==> src/rtl/toggle_resync_pkg.sv <==
// Shared constants and helpers for the toggle event link.
package toggle_resync_pkg;

  localparam int unsigned SYNC_STAGES_MIN = 2;
  localparam int unsigned CNT_W_DEFAULT   = 3;
  localparam int unsigned NCH_DEFAULT     = 4;

  // Largest value a pending counter of the given width can hold.
  function automatic int unsigned sat_value(input int unsigned cnt_w);
    return (32'd1 << cnt_w) - 32'd1;
  endfunction

endpackage

==> src/rtl/toggle_event_chan.sv <==
// One transmit channel: ack synchroniser, pending-event counter, req toggle.
// Optional sticky overflow flag when TOGGLE_EVENT_TX_OVF_EN is defined.
module toggle_event_chan
  import toggle_resync_pkg::*;
#(
  parameter int unsigned CNT_W       = CNT_W_DEFAULT,
  parameter int unsigned SYNC_STAGES = SYNC_STAGES_MIN
) (
  input  logic clk,
  input  logic rstb,
  input  logic a,
  input  logic ack,
  output logic req,
  output logic busy_c,
  output logic idle_c
`ifdef TOGGLE_EVENT_TX_OVF_EN
  ,
  input  logic ovf_clr,
  output logic ovf
`endif
);

  // A shorter chain would not be a synchroniser, so clamp to the minimum.
  localparam int unsigned SYNC_N =
    (SYNC_STAGES < SYNC_STAGES_MIN) ? SYNC_STAGES_MIN : SYNC_STAGES;
  localparam logic [CNT_W-1:0] PEND_MAX = CNT_W'(sat_value(CNT_W));

  logic [SYNC_N-1:0] ack_sync;
  logic              ack_s;
  logic [CNT_W-1:0]  pending;
  logic [CNT_W-1:0]  pending_nxt;
  logic              issue;

  // Bring the remote ack toggle into the local clock domain.
  always_ff @(posedge clk or negedge rstb) begin
    if (!rstb) begin
      ack_sync <= '0;
    end else begin
      ack_sync <= {ack_sync[SYNC_N-2:0], ack};
    end
  end

  assign ack_s  = ack_sync[SYNC_N-1];
  assign busy_c = req ^ ack_s;
  assign issue  = ~busy_c & ((pending != '0) | a);
  assign idle_c = ~busy_c & (pending == '0);

  // Pending count: new event adds one, an issue consumes one, saturate at max.
  always_comb begin
    pending_nxt = pending;
    if (issue) begin
      if (!a) begin
        pending_nxt = pending - CNT_W'(1);
      end
    end else if (a && (pending != PEND_MAX)) begin
      pending_nxt = pending + CNT_W'(1);
    end
  end

  // Request toggle and pending counter registers.
  always_ff @(posedge clk or negedge rstb) begin
    if (!rstb) begin
      req     <= 1'b0;
      pending <= '0;
    end else begin
      req     <= req ^ issue;
      pending <= pending_nxt;
    end
  end

`ifdef TOGGLE_EVENT_TX_OVF_EN
  logic drop;

  assign drop = a & ~issue & (pending == PEND_MAX);

  // Sticky overflow; a drop in the same cycle as a clear keeps it set.
  always_ff @(posedge clk or negedge rstb) begin
    if (!rstb) begin
      ovf <= 1'b0;
    end else if (drop) begin
      ovf <= 1'b1;
    end else if (ovf_clr) begin
      ovf <= 1'b0;
    end
  end
`endif

endmodule

==> src/rtl/toggle_event_tx.sv <==
// Multi-channel transmit side of a toggle-based CDC event link.
// Define TOGGLE_EVENT_TX_OVF_EN to add per-channel ovf / ovf_clr ports.
module toggle_event_tx
  import toggle_resync_pkg::*;
#(
  parameter int unsigned NCH         = NCH_DEFAULT,
  parameter int unsigned CNT_W       = CNT_W_DEFAULT,
  parameter int unsigned SYNC_STAGES = SYNC_STAGES_MIN
) (
  input  logic           clk,
  input  logic           rstb,
  input  logic [NCH-1:0] a,
  output logic [NCH-1:0] req,
  input  logic [NCH-1:0] ack,
  output logic [NCH-1:0] busy,
  output logic           idle
`ifdef TOGGLE_EVENT_TX_OVF_EN
  ,
  output logic [NCH-1:0] ovf,
  input  logic [NCH-1:0] ovf_clr
`endif
);

  logic [NCH-1:0] chan_idle;

  // Independent channels, no arbitration between them.
  for (genvar i = 0; i < NCH; i++) begin : g_chan
    toggle_event_chan #(
      .CNT_W      (CNT_W),
      .SYNC_STAGES(SYNC_STAGES)
    ) u_chan (
      .clk    (clk),
      .rstb   (rstb),
      .a      (a[i]),
      .ack    (ack[i]),
      .req    (req[i]),
      .busy_c (busy[i]),
      .idle_c (chan_idle[i])
`ifdef TOGGLE_EVENT_TX_OVF_EN
      ,
      .ovf_clr(ovf_clr[i]),
      .ovf    (ovf[i])
`endif
    );
  end

  assign idle = &chan_idle;

endmodule
==> config.mk <==
export PLATFORM = sky130hd
export DESIGN_NAME = toggle_event_tx
export DESIGN_NICKNAME = d
export VERILOG_FILES = /design/src/rtl/toggle_resync_pkg.sv /design/src/rtl/toggle_event_chan.sv /design/src/rtl/toggle_event_tx.sv
export SDC_FILE = /design/constraint.sdc
export NUM_CORES = 1
export LEC_CHECK = 0
export BUFFER_PORTS_ARGS = -buffer_cell sky130_fd_sc_hd__buf_2
export CAP_MARGIN = 20
export CORE_MARGIN = 10
export CORE_UTILIZATION = 57
export DETAILED_ROUTE_END_ITERATION = 10
export GPL_TIMING_DRIVEN = 1
export PLACE_DENSITY = 0.78
export SKIP_LAST_GASP = 1
export SYNTH_ARGS = -nofsm -noshare
export SYNTH_HDL_FRONTEND = slang
export SYNTH_SLANG_ARGS = --single-unit
export TNS_END_PERCENT = 5
==> constraint.sdc <==
create_clock -name clk -period 2.9 [get_ports clk]
set_clock_uncertainty 0.1 [all_clocks]
set_input_delay 0.145 -clock clk [delete_from_list [all_inputs] [get_ports clk]]
set_output_delay 0.145 -clock clk [all_outputs]
set_load 0.03 [all_outputs]
# --- Word level (Yosys, flattened, before mapping) ---
# Cells that the tools add are included.
classes:
  reduce_logical: 21
  n_eq_ne: 8
  n_bitwise: 24
  n_mux: 12
  addsub: 8
op_table:
  columns: ["op", "count"]
  rows:
  - ["$mux W3", 12]
  - ["$add A3 B1 Y3 const B", 4]
  - ["$logic_not A3 Y1", 4]
  - ["$ne A3 B3 Y1 const B", 4]
  - ["$reduce_bool A3 Y1", 4]
  - ["$sub A3 B1 Y3 const B", 4]
  - ["$and A1 B1 Y1", 8]
  - ["$ne A2 B2 Y1 const B", 4]
  - ["$reduce_and A2 Y1", 4]
  - ["$reduce_bool A2 Y1", 4]
  - ["$xor A1 B1 Y1", 8]
  - ["$logic_and A1 B1 Y1", 4]
  - ["$not A1 Y1", 4]
  - ["$or A1 B1 Y1", 4]
  - ["$reduce_and A4 Y1", 1]
totals:
  reg_bits: 24
  output_inout_bits: 9
  in_bits: 10
  elab_cells: 85

# --- Logic depth before layout (Yosys ltp) ---
# Gate-level depths: netlist of the first run.
depth:
  word_depth: 5
  depth_mapped: 8
  ltp_nobuf: 7

# --- Modules after synthesis ---
# A second synthesis of the first run with hierarchy kept.
unflattened:
  cells_unflattened: 165
  area_unflattened_um2: 1575.3
by_module_without_submodules:
  columns: ["module", "n_inst", "seq_area_each_um2", "area_per_inst_um2", "cells_per_inst"]
  rows:
  - ["toggle_event_chan", 4, 150.1, 391.6, 41]
  - ["toggle_event_tx", 1, 0.0, 8.8, 1]

# --- Worst setup path before layout of the first run ---
# OpenSTA, ideal clock, no wires.
synth_path:
  path_kind: "flip-flop to flip-flop"
  start: "register g_chan[3].u_chan.req"
  end: "register g_chan[3].u_chan.pending[1]"
  t_required_ns: 2.696
  path_stages_with_launch: 9
  arrival_time_ns: 2.116
  n_path_buf: 1
  setup_slack_ns: 0.580
  synth_period_minus_slack_ns: 2.320
  cell_sequence: "dfrtp_1 -> xor2_1 -> buf_2 -> or2_2 -> fa_1 -> inv_1 -> nor2_1 -> a211o_1 -> a221oi_1"
synth_between:
  elab_chain_cells: 5
  word_cells_on_any_way: 7
synth_rtl:
  columns: ["item", "line", "rtl"]
  rows:
  - ["start, declared", "toggle_event_chan.sv:13", "output logic req,"]
  - ["start signal, assigned", "toggle_event_chan.sv:66", "req <= req ^ issue;"]
  - ["$xor A1 B1 Y1 *", "toggle_event_chan.sv:44", "assign busy_c = req ^ ack_s;"]
  - ["via g_chan[3].u_chan.busy_c", "toggle_event_chan.sv:14", "output logic busy_c,"]
  - ["$not A1 Y1 *", "toggle_event_chan.sv:45", "assign issue = ~busy_c & ((pending != '0) | a);"]
  - ["$and A1 B1 Y1 *", "toggle_event_chan.sv:45", null]
  - ["$ne A2 B2 Y1 (no line) or $reduce_bool A2 Y1 (tied branches)", null, null]
  - ["$reduce_and A2 Y1 (no line)", null, null]
  - ["end signal, assigned", "toggle_event_chan.sv:67", "pending <= pending_nxt;"]
  - ["end, declared", "toggle_event_chan.sv:30", "logic [CNT_W-1:0] pending;"]
# The timed path passes the listed nets; every way through them passes the cells marked *.
# A chain may end at the register's enable or synchronous reset.

# --- Worst setup path after layout of the first run ---
layout_path:
  start: "register g_chan[3].u_chan.req"
  end: "register g_chan[3].u_chan.pending[1]"
layout_between:
  elab_chain_cells: 5
  word_cells_on_any_way: 7
layout_rtl:
  columns: ["item", "line"]
  rows:
  - ["$xor A1 B1 Y1 *", "toggle_event_chan.sv:44"]
  - ["$not A1 Y1 *", "toggle_event_chan.sv:45"]
  - ["$and A1 B1 Y1 *", "toggle_event_chan.sv:45"]
  - ["$ne A2 B2 Y1 (no line) or $reduce_bool A2 Y1 (tied branches)", null]
  - ["$reduce_and A2 Y1 (no line)", null]
# Mark *: on every way between the ends. The rest lies on a longest branch, timed or not.

==> impl_metrics.json, run 1 <==
{
  "slowest_delay_ns": 0.69,
  "clock_power_share_pct": 13.3,
  "finalHoldViolCount": 0,
  "synth_top_cell_area_share_pct": 38.1,
  "insertion_delay_ns": 0.31,
  "dp_hpwl_mm": 2.28,
  "crit_type": "register to register",
  "start_kind": "register",
  "grt_pass1_vias": 1295,
  "yosys.area_share.simple_pct": 20.8,
  "max_freq_ghz": 0.371,
  "min_path_cells": 2,
  "synth_seq_cells": 24,
  "cts_tree": "built",
  "instances_no_fill": 217,
  "yosys.area.top_type": "dfrtp_1",
  "cts_buffers": 3,
  "drv_slew": 0,
  "synth_compound_area_share_pct": 22.0,
  "clockBufferDepth": 2,
  "fin_area_mm2": 0.00173,
  "ios": 19,
  "ir_drop_v": 0.000679,
  "synth_adder_area_share_pct": 5.08,
  "routed_via_density": 6.06,
  "synthTopCellsByArea": "dfrtp_1 (38%), fa_1 (5.1%), buf_4 (3.8%)",
  "syn_avg_cell_area_um2": 8.96,
  "nFillCells": 231,
  "row_count": 19,
  "dieArea_mm2": 0.00527,
  "grt_setup_unrepaired": "no",
  "port_buffers": 18,
  "cp_cell_sequence": "xor2_1, or2_2, fa_1, inv_1, nor2_1, a211o_1, a221oi_1",
  "timing.setup.tns_ns": 0,
  "nets": 201,
  "yosysMostFrequentCell": "dfrtp_1",
  "cts_sinks": 24,
  "grt_max_degree": 25,
  "r2r_start": "g_chan[3].u_chan.req",
  "rr_worst_depth": 7,
  "dpl.cell_count": 206,
  "switching_share_pct": 45.0,
  "ant_nets": 0,
  "track_usage_pct": 12.2,
  "path_clk_slew_ns": 0.14,
  "vias": 1316,
  "power_frac_comb_pct": 52.5,
  "drc": 0,
  "synth_cell_types": 43,
  "diodes": 0,
  "syn2layout_area_growth_pct": 9.36,
  "seqPwrFrac_pct": 34.1,
  "outcome": "finished, final reports clean",
  "cts_resized": 0,
  "ys_async_sr_fraction_pct": 100,
  "timing.rr.end": "g_chan[3].u_chan.pending[1]",
  "syn-cell-area_mm2": 0.00158,
  "grt_pass1_wl_mm": 5.46,
  "hp-class": "primary input to register",
  "synth_xor_area_share_pct": 3.65,
  "place_area_mm2": 0.00160,
  "ys.flop_type": "dfrtp_1",
  "cp.arrival_ns": 2.82,
  "drive_gt1_share_pct": 16.7,
  "h-tree-depth": 1,
  "slew_headroom_pct": 42.1,
  "grt_overflow": 0,
  "drv_cap": 0,
  "die_x_um": 72.6,
  "first_iter_violations": 70,
  "muxShareOfSynthArea_pct": 0,
  "cpMaxStageDelayCell": "xor2_1",
  "whs_endpoint": "g_chan[3].u_chan.pending[0]",
  "ys_seq_area_share_pct": 38.1,
  "p_leak_nw": 0.759,
  "switchingPower_w": 0.000826,
  "grt_antenna_before_repair": 0,
  "end_kind": "register",
  "synth_edf_count": 0,
  "required_ns": 3.03,
  "chipHeight_um": 72.6,
  "p_per_area_mw_per_mm2": 1060,
  "synthCells": 176,
  "crit_fanout": 15,
  "drtPass1Iterations": 4,
  "setup_violations": 0,
  "worst_pin_slew_ns": 0.865,
  "initial_utilization_pct": 58.2,
  "place.gp.congestion": 0.869,
  "coreArea_mm2": 0.00271,
  "finalCriticalPeriod_ns": 2.70,
  "ctsRootBufferMaster": "clkbuf_4",
  "synthTopCellsByCount": "dfrtp_1 (24), inv_1 (16), nor2_1 (12)",
  "ff2ff_setup_slack_ns": 0.20,
  "internal-power_w": 0.00101,
  "postSynthNetCount": 190,
  "synth_warnings": 0,
  "power_w": 0.00184,
  "wl_mm": 3.09,
  "timing.final.crit_share_pct": 93.0,
  "hp-start": "a[3]",
  "wl_per_cell_um": 14.2,
  "synth_top_family_by_area": "compound AO/OA/AOI/OAI gates",
  "hold_ws_ns": 0.0327
}
## cell families after synthesis
group / Yosys count
fa+ha+maj: 4
flops: 24
simple gates: 60
compound gates: 49
buf+inv: 35
xor+xnor: 4
## cell usage in the layout (no fill, tap or decap), types with 2 or more instances in the layout
master and count:
a211o_1 2, a211oi_1 4, a21o_1 2, a21oi_1 8, a221oi_1 3, a22oi_1 2, a31oi_1 6, and2_1 2
buf_2 18, clkbuf_4 3, dfrtp_1 24, dlygate4sd3_1 7, fa_1 4, inv_1 16, nand2_1 8, nand2b_1 2
nand3_1 4, nor2_1 12, nor3_1 11, nor3b_1 4, nor4_1 7, o211a_1 2, o21ai_0 9, o2bb2ai_1 2
or2_2 2, or3_1 3, xor2_2 2
## power groups by stage
stage,Clock (W),Sequential (W),Combinational (W)
after floorplan,0,0.000512,0.000930
after global placement,0,0.000622,0.000897
after detailed placement,0,0.000628,0.000958
after CTS,0.000251,0.000623,0.000968
after global routing,0.000263,0.000652,0.00109
final,0.000244,0.000627,0.000964
## routing by layer
layer | track usage [%] | wire, um | up-vias
li1 | - | - | 644
met1 | 14.8 | 1390 | 638
met2 | 19.7 | 1520 | 30
met3 | 2.72 | 135 | 4
met4 | 5.91 | 35 | 0
met5 | 0 | 0 | -
## stage by stage
stage / util, % / setup WS [ns]
after floorplan: - / 0.580
after global placement: 59.1 / 0.405
after detailed placement: 59.1 / 0.209
after CTS: 63.7 / 0.209
after global routing: 63.7 / 0.0546
final: 63.7 / 0.204
## timing repair
| action | in CTS | in global routing |
|---|---|---|
| endpoints found under the hold margin | 30 | 0 |
| endpoints found under the setup margin | 0 | 0 |
| hold buffers | 7 | 0 |
| buffers inserted | 0 | 0 |
## worst max path at each step
stage | endpoint | startpoint | depth (start not counted)
3_3_place_gp | g_chan[3].u_chan.pending[1] | g_chan[3].u_chan.ack_sync[1] | 7
3_5_place_dp | g_chan[3].u_chan.pending[1] | g_chan[3].u_chan.req | 7
2_1_floorplan | g_chan[3].u_chan.pending[1] | g_chan[3].u_chan.req | 8
6_report | g_chan[3].u_chan.pending[1] | g_chan[3].u_chan.req | 7
5_1_grt | g_chan[3].u_chan.pending[1] | g_chan[3].u_chan.req | 7
4_1_cts | g_chan[3].u_chan.pending[1] | g_chan[3].u_chan.req | 7
## critical path, delay by kind of cell (launching register included)
kind | cells | cell delay (ns)
xor gates and xnor gates | 1 | 0.69
AOI/OAI and AO/OA | 2 | 0.54
adders and majority gates | 1 | 0.46
DFF | 1 | 0.43
and+or+nand+nor | 2 | 0.29
buffers and inverters | 1 | 0.08
## layout make-up
type,count,area [um2],area share (%)
Inverter,16,60.1,3.48
Sequential cell,24,601,34.8
Multi-Input combinational cell,117,813,47.1
Tap cell,31,38.8,2.25
Clock inverter,1,30.0,1.74
Clock buffer,3,22.5,1.31
Timing Repair Buffer,25,160,9.28
## state kept, by name, indices dropped and copies added, names as in the netlist
name and count:
g_chan.u_chan.ack_sync 8, g_chan.u_chan.pending 12, g_chan.u_chan.req 4
No activity file was read; power rests on OpenSTA's default activity.
==> inputs of run 2 (changes only) <==
--- a/config.mk
+++ b/config.mk
@@ -5,10 +5,11 @@
 export SDC_FILE = /design/constraint.sdc
 export NUM_CORES = 1
 export LEC_CHECK = 0
+export ABC_AREA = 1
 export BUFFER_PORTS_ARGS = -buffer_cell sky130_fd_sc_hd__buf_2
 export CAP_MARGIN = 20
 export CORE_MARGIN = 10
-export CORE_UTILIZATION = 57
+export CORE_UTILIZATION = 56
 export DETAILED_ROUTE_END_ITERATION = 10
 export GPL_TIMING_DRIVEN = 1
 export PLACE_DENSITY = 0.78
==> impl_metrics.json, run 2 <==
{
  "outcome": "finished, final reports clean",
  "hp-class": "primary input to register",
  "finalHoldViolCount": 0,
  "port_buffers": 18,
  "drv_cap": 0,
  "syn_avg_cell_area_um2": 8.03,
  "max_freq_ghz": 0.534,
  "syn2layout_area_growth_pct": 9.97,
  "slew_headroom_pct": 64.9,
  "h-tree-depth": 1,
  "end_kind": "primary output",
  "wl_per_cell_um": 11.4,
  "wl_mm": 2.54,
  "ctsRootBufferMaster": "clkbuf_4",
  "synth_compound_area_share_pct": 2.85,
  "layout_common_cells": "nand2_1 (47), inv_1 (39), dfrtp_1 (24), buf_2 (18), nand3_1 (16)",
  "grt_antenna_before_repair": 0,
  "largest_register": "g_chan.u_chan.pending",
  "dp_hpwl_mm": 2.03,
  "vias": 1086,
  "hp-start": "a[0]",
  "cp-startpoint": "g_chan[3].u_chan.req",
  "timing.final.crit_share_pct": 64.5,
  "setup_violations": 0,
  "cts_sinks": 24,
  "synthTopCellsByCount": "nand2_1 (47), inv_1 (39), dfrtp_1 (24)",
  "synthCells": 175,
  "post_cts_buffers": 0,
  "initial_utilization_pct": 57.8,
  "p_per_area_mw_per_mm2": 920,
  "muxShareOfSynthArea_pct": 0,
  "start_kind": "register",
  "mostFrequentLayoutCell": "nand2_1",
  "ys.flop_type": "dfrtp_1",
  "grt_setup_unrepaired": "no",
  "grt_pass1_vias": 1100,
  "synth_top_family_by_area": "simple AND/OR/NAND/NOR gates",
  "r2r_start": "g_chan[2].u_chan.req",
  "power_w": 0.00142,
  "path_clk_slew_ns": 0.12,
  "first_iter_violations": 18,
  "drive_gt1_share_pct": 21.2,
  "reg_top3": "g_chan.u_chan.pending (12), g_chan.u_chan.ack_sync (8), g_chan.u_chan.req (4)",
  "synth_warnings": 0,
  "yosys.area_share.simple_pct": 31.3,
  "ys_async_sr_fraction_pct": 100,
  "ios": 19,
  "grt_max_degree": 25,
  "yosysMostFrequentCell": "nand2_1",
  "yosys.area.top_type": "dfrtp_1",
  "die_x_um": 70.1,
  "routed_via_density": 4.87,
  "clockBufferDepth": 2,
  "cts_tree": "built",
  "synth_seq_cells": 24,
  "postSynthNetCount": 189,
  "drv_slew": 0,
  "synth_xor_area_share_pct": 2.49,
  "chipHeight_um": 70.1,
  "cp.arrival_ns": 1.63,
  "insertion_delay_ns": 0.31,
  "nets": 209,
  "synthTopCellsByArea": "dfrtp_1 (43%), nand2_1 (13%), inv_1 (10%)",
  "ys_seq_area_share_pct": 42.7,
  "synth_cell_types": 16,
  "p_leak_nw": 0.883,
  "synth_edf_count": 0,
  "grt_pass1_wl_mm": 4.64,
  "grt_overflow": 0,
  "synth_adder_area_share_pct": 5.70,
  "synth_top_cell_area_share_pct": 42.7,
  "ant_nets": 0,
  "row_count": 18,
  "required_ns": 2.65,
  "cts_resized": 0,
  "finalCriticalPeriod_ns": 1.87,
  "ir_drop_v": 0.000660,
  "cts_buffers": 3,
  "drc": 0,
  "drtPass1Iterations": 5,
  "coreArea_mm2": 0.00243,
  "dieArea_mm2": 0.00491,
  "crit_type": "register to primary output",
  "worst_pin_slew_ns": 0.527,
  "track_usage_pct": 11.1,
  "place.gp.congestion": 0.811,
  "syn-cell-area_mm2": 0.00141,
  "timing.setup.tns_ns": 0,
  "crit_fanout": 4,
  "largest_register_ffs": 12,
  "diodes": 0,
  "utilization_pct": 63.5
}
run 2: cell count changes after synthesis, sizes merged, moves of 5 or more:
cell,previous run,this run
nor2,12,7
nor3,11,0
a21oi,8,0
nand3,4,20
nor3b,5,0
nor4,7,0
nand2,8,58
clkbuf,9,0
a31oi,6,0
a211oi,5,0
inv,16,40
run 2: metal layers:
metal  track usage [%]  routed length, um
met1              11.9               1090
met2              19.7               1290
met3              4.24                135
met4              3.07                 27
met5                 0                  0
run 2: timing repair:
action,CTS,global route
hold buffers,5,0
setup endpoints to repair,0,0
endpoints found under the hold margin,28,0
run 2: logic make-up after synthesis:
family                   Yosys count
AND/OR/NAND/NOR                   87
buffers and inverters             48
flip-flops                        24
AO/OA/AOI/OAI                      8
XOR/XNOR                           4
adder cells (fa/ha/maj)            4
run 2: stage by stage:
step / setup slack [ns] / instances / cell area, um2 / hold WS (ns)
6_report: 1.03 / 223 / 1550 / 0.0937
5_1_grt: 0.821 / 223 / 1550 / 0.102
4_1_cts: 0.992 / 223 / 1550 / 0.0849
3_5_place_dp: 1.11 / 215 / 1470 / 0.0537
3_3_place_gp: 1.24 / 215 / 1470 / 0.0508
2_1_floorplan: 1.27 / 175 / 1410 / -0.251
run 2: worst max-delay path: stages, from the launching register on:
cell	delay (ns)
dfrtp_1	0.42
inv_1	0.08
nand2_1	0.05
nand2_1	0.16
inv_1	0.09
nor2_1	0.13
nand4_1	0.09
nor2_1	0.09
buf_2	0.20
run 2: area by class of cell:
cell class	count	area, um2
clock buffer	3	22.5
fill	203	887
inverter	40	150
multi-input combinational	103	594
sequential	24	601
tap	30	37.5
timing repair buffer	23	140
run 2: power breakdown:
| group | leakage (nW) | switching [W] | internal (W) |
|---|---|---|---|
| Combinational | 0.585 | 0.000468 | 0.000260 |
| Clock | 0.0138 | 0.0000953 | 0.0000486 |
| Sequential | 0.285 | 0.000105 | 0.000443 |
| Total | 0.883 | 0.000669 | 0.000752 |
run 2: path summary, 6_finish.rpt:
kind / to / slack (ns) / cells after the start
max in group asynchronous: g_chan[2].u_chan.pending[0] / 2.13 / 2
hold reg to reg: g_chan[0].u_chan.ack_sync[1] / 0.26 / 0
setup / recovery: idle / 1.03 / 8
min in group asynchronous: g_chan[1].u_chan.pending[0] / 0.22 / 2
hold / removal: g_chan[0].u_chan.req / 0.09 / 4
setup reg to reg: g_chan[2].u_chan.pending[2] / 1.07 / 11
==> inputs of run 3 (changes only) <==
--- a/config.mk
+++ b/config.mk
@@ -9,10 +9,10 @@
 export BUFFER_PORTS_ARGS = -buffer_cell sky130_fd_sc_hd__buf_2
 export CAP_MARGIN = 20
 export CORE_MARGIN = 10
-export CORE_UTILIZATION = 56
+export CORE_UTILIZATION = 51
 export DETAILED_ROUTE_END_ITERATION = 10
 export GPL_TIMING_DRIVEN = 1
-export PLACE_DENSITY = 0.78
+export PLACE_DENSITY = 0.75
 export SKIP_LAST_GASP = 1
 export SYNTH_ARGS = -nofsm -noshare
 export SYNTH_HDL_FRONTEND = slang
==> constraint.sdc (replaced) <==
create_clock -name clk -period 1.51 [get_ports clk]
set_clock_uncertainty 0.1 [all_clocks]
set_input_delay 0.0755 -clock clk [delete_from_list [all_inputs] [get_ports clk]]
set_output_delay 0.0755 -clock clk [all_outputs]
set_load 0.03 [all_outputs]
==> impl_metrics.json, run 3 (synthesized netlist as in run 2, its figures left out) <==
{
  "dp_hpwl_mm": 2.32,
  "multi_input_area_um2": 634,
  "cts_tree": "built",
  "switching_share_pct": 44.1,
  "grt_max_degree": 25,
  "vias": 1235,
  "reg_top3": "g_chan.u_chan.pending (12), g_chan.u_chan.ack_sync (8), g_chan.u_chan.req (4)",
  "outcome": "complete, but fails checks",
  "h-tree-depth": 1,
  "path_clk_slew_ns": 0.12,
  "crit_fanout": 2,
  "violations": "setup timing",
  "die_x_um": 72.5,
  "place.gp.congestion": 0.789,
  "routed_via_density": 4.71,
  "max_freq_ghz": 0.585,
  "grt_pass1_wl_mm": 5.54,
  "switchingPower_w": 0.00148,
  "timing.final.crit_share_pct": 113,
  "initial_utilization_pct": 55.2,
  "finalCriticalPeriod_ns": 1.71,
  "layout_common_cells": "nand2_1 (40), buf_4 (37), inv_1 (34), dfrtp_1 (23), buf_2 (17)",
  "port_buffers": 18,
  "power_frac_comb_pct": 58.9,
  "ir_drop_v": 0.00115,
  "drtPass1Iterations": 4,
  "insertion_delay_ns": 0.31,
  "coreArea_mm2": 0.00254,
  "start_kind": "register",
  "worst_pin_slew_ns": 0.526,
  "track_usage_pct": 12.9,
  "wl_mm": 3.24,
  "largest_register_ffs": 12,
  "clock_power_share_pct": 9.8,
  "cts_sinks": 24,
  "cp_cell_sequence": "buf_4, nand2_1, nand2_2, buf_6, inv_4, nor2_4, nand4_1, nor2_1, buf_4",
  "slew_headroom_pct": 64.9,
  "end_kind": "primary output",
  "ios": 19,
  "setup_violations": 11,
  "drv_slew": 0,
  "internal-power_w": 0.00188,
  "diodes": 0,
  "slowest_delay_ns": 0.38,
  "grt_pass1_vias": 1334,
  "chipHeight_um": 72.5,
  "p_leak_nw": 1.07,
  "cpMostUsedCell": "buf_4",
  "cp.arrival_ns": 1.53,
  "cpMaxStageDelayCell": "dfrtp_1",
  "drc": 0,
  "nFillCells": 188,
  "ctsRootBufferMaster": "clkbuf_4",
  "row_count": 18,
  "syn2layout_area_growth_pct": 35.1,
  "grt_setup_unrepaired": "yes",
  "power_w": 0.00336,
  "place_area_mm2": 0.00164,
  "nets": 247,
  "grt_antenna_before_repair": 0,
  "regArea_um2": 602,
  "fin_area_mm2": 0.00190,
  "hp-class": "primary input to register",
  "drive_gt1_share_pct": 42.2,
  "finalHoldViolCount": 0,
  "seqPwrFrac_pct": 31.3,
  "largest_register": "g_chan.u_chan.pending",
  "ant_nets": 0,
  "first_iter_violations": 30,
  "required_ns": 1.33,
  "mostFrequentLayoutCell": "nand2_1",
  "grt_overflow": 0,
  "dieArea_mm2": 0.00525,
  "wl_per_cell_um": 12.4,
  "clockBufferDepth": 2,
  "crit_type": "register to primary output",
  "cts_buffers": 3,
  "drv_cap": 0,
  "p_per_area_mw_per_mm2": 1770,
  "timing.final.ws_setup_ns": -0.200
}
==> run 3: cell types whose count changed in the layout (fill, tap and decap cells not counted), moves of 2 or more <==
cell     change
buf_4       +37
nand2_1      -7
nand2_2      +7
inv_1        -5
inv_2        +4
fa_1         -3
fa_2         +3
buf_6        +2
nor2_1       -2
nor2_4       +2
==> run 3: area by class of cell <==
class	instances	area share, %
timing repair buffer	61	22.9
sequential	24	31.7
clock buffer	4	1.91
tap	30	1.98
multi-input combinational	103	33.4
inverter	40	8.04
==> run 3: stage by stage <==
stage / util (%) / setup TNS [ns] / setup WS (ns) / hold slack [ns] / std cells
2_1_floorplan: - / -0.0488 / -0.0183 / -0.320 / 175
5_1_grt: 74.6 / -2.75 / -0.320 / 0.0996 / 262
3_5_place_dp: 64.4 / -0.470 / -0.118 / -0.0217 / 235
3_3_place_gp: 64.4 / -0.0462 / -0.0438 / -0.0217 / 235
6_report: 74.6 / -1.39 / -0.200 / 0.0936 / 262
4_1_cts: 72.5 / -1.37 / -0.246 / 0.0784 / 257
==> run 3: what timing repair did <==
| item | 4_1_cts | 5_1_grt |
|---|---|---|
| buffers inserted | 13 | 5 |
| endpoints found under the setup margin | 10 | 16 |
| hold buffers | 5 | 0 |
| endpoints found under the hold margin | 28 | 0 |
| pin swaps | 8 | 7 |
| gates resized for setup | 9 | 10 |
==> run 3: worst max-delay path: cells and delay by family, from the launching register on <==
family	cells	cell delay, ns
flip-flops	1	0.38
AND/OR/NAND/NOR	5	0.43
buffers and inverters	4	0.42
==> run 3: metal layers <==
metal	vias to the layer above	wire length (um)	track usage, %
met5	-	0	0
met4	0	46	5.27
met3	6	111	3.13
met2	16	1840	24.9
met1	583	1240	12.7
li1	630	-	-
==> run 3: path summary, 6_finish.rpt <==
check | start | end | slack (ns) | cells after the start
worst max-delay path | g_chan[0].u_chan.ack_sync[1] | idle | -0.20 | 9
worst max register to register | g_chan[0].u_chan.ack_sync[1] | g_chan[0].u_chan.pending[2] | -0.20 | 12
min in group asynchronous | rstb | g_chan[1].u_chan.pending[0] | 0.16 | 2
max in group asynchronous | rstb | g_chan[3].u_chan.pending[0] | 0.77 | 2
worst min register to register | g_chan[1].u_chan.ack_sync[0] | g_chan[1].u_chan.ack_sync[1] | 0.26 | 0
worst min-delay path | a[3] | g_chan[3].u_chan.pending[1] | 0.09 | 6
==> run 3: power by group through the flow <==
stage                     clock, W  sequential, W  combinational [W]
after CTS                 0.000343        0.00103            0.00188
after global routing      0.000369        0.00108            0.00220
after global placement           0        0.00103            0.00159
after detailed placement         0        0.00104            0.00172
final                     0.000330        0.00105            0.00198
after floorplan                  0        0.00101            0.00122
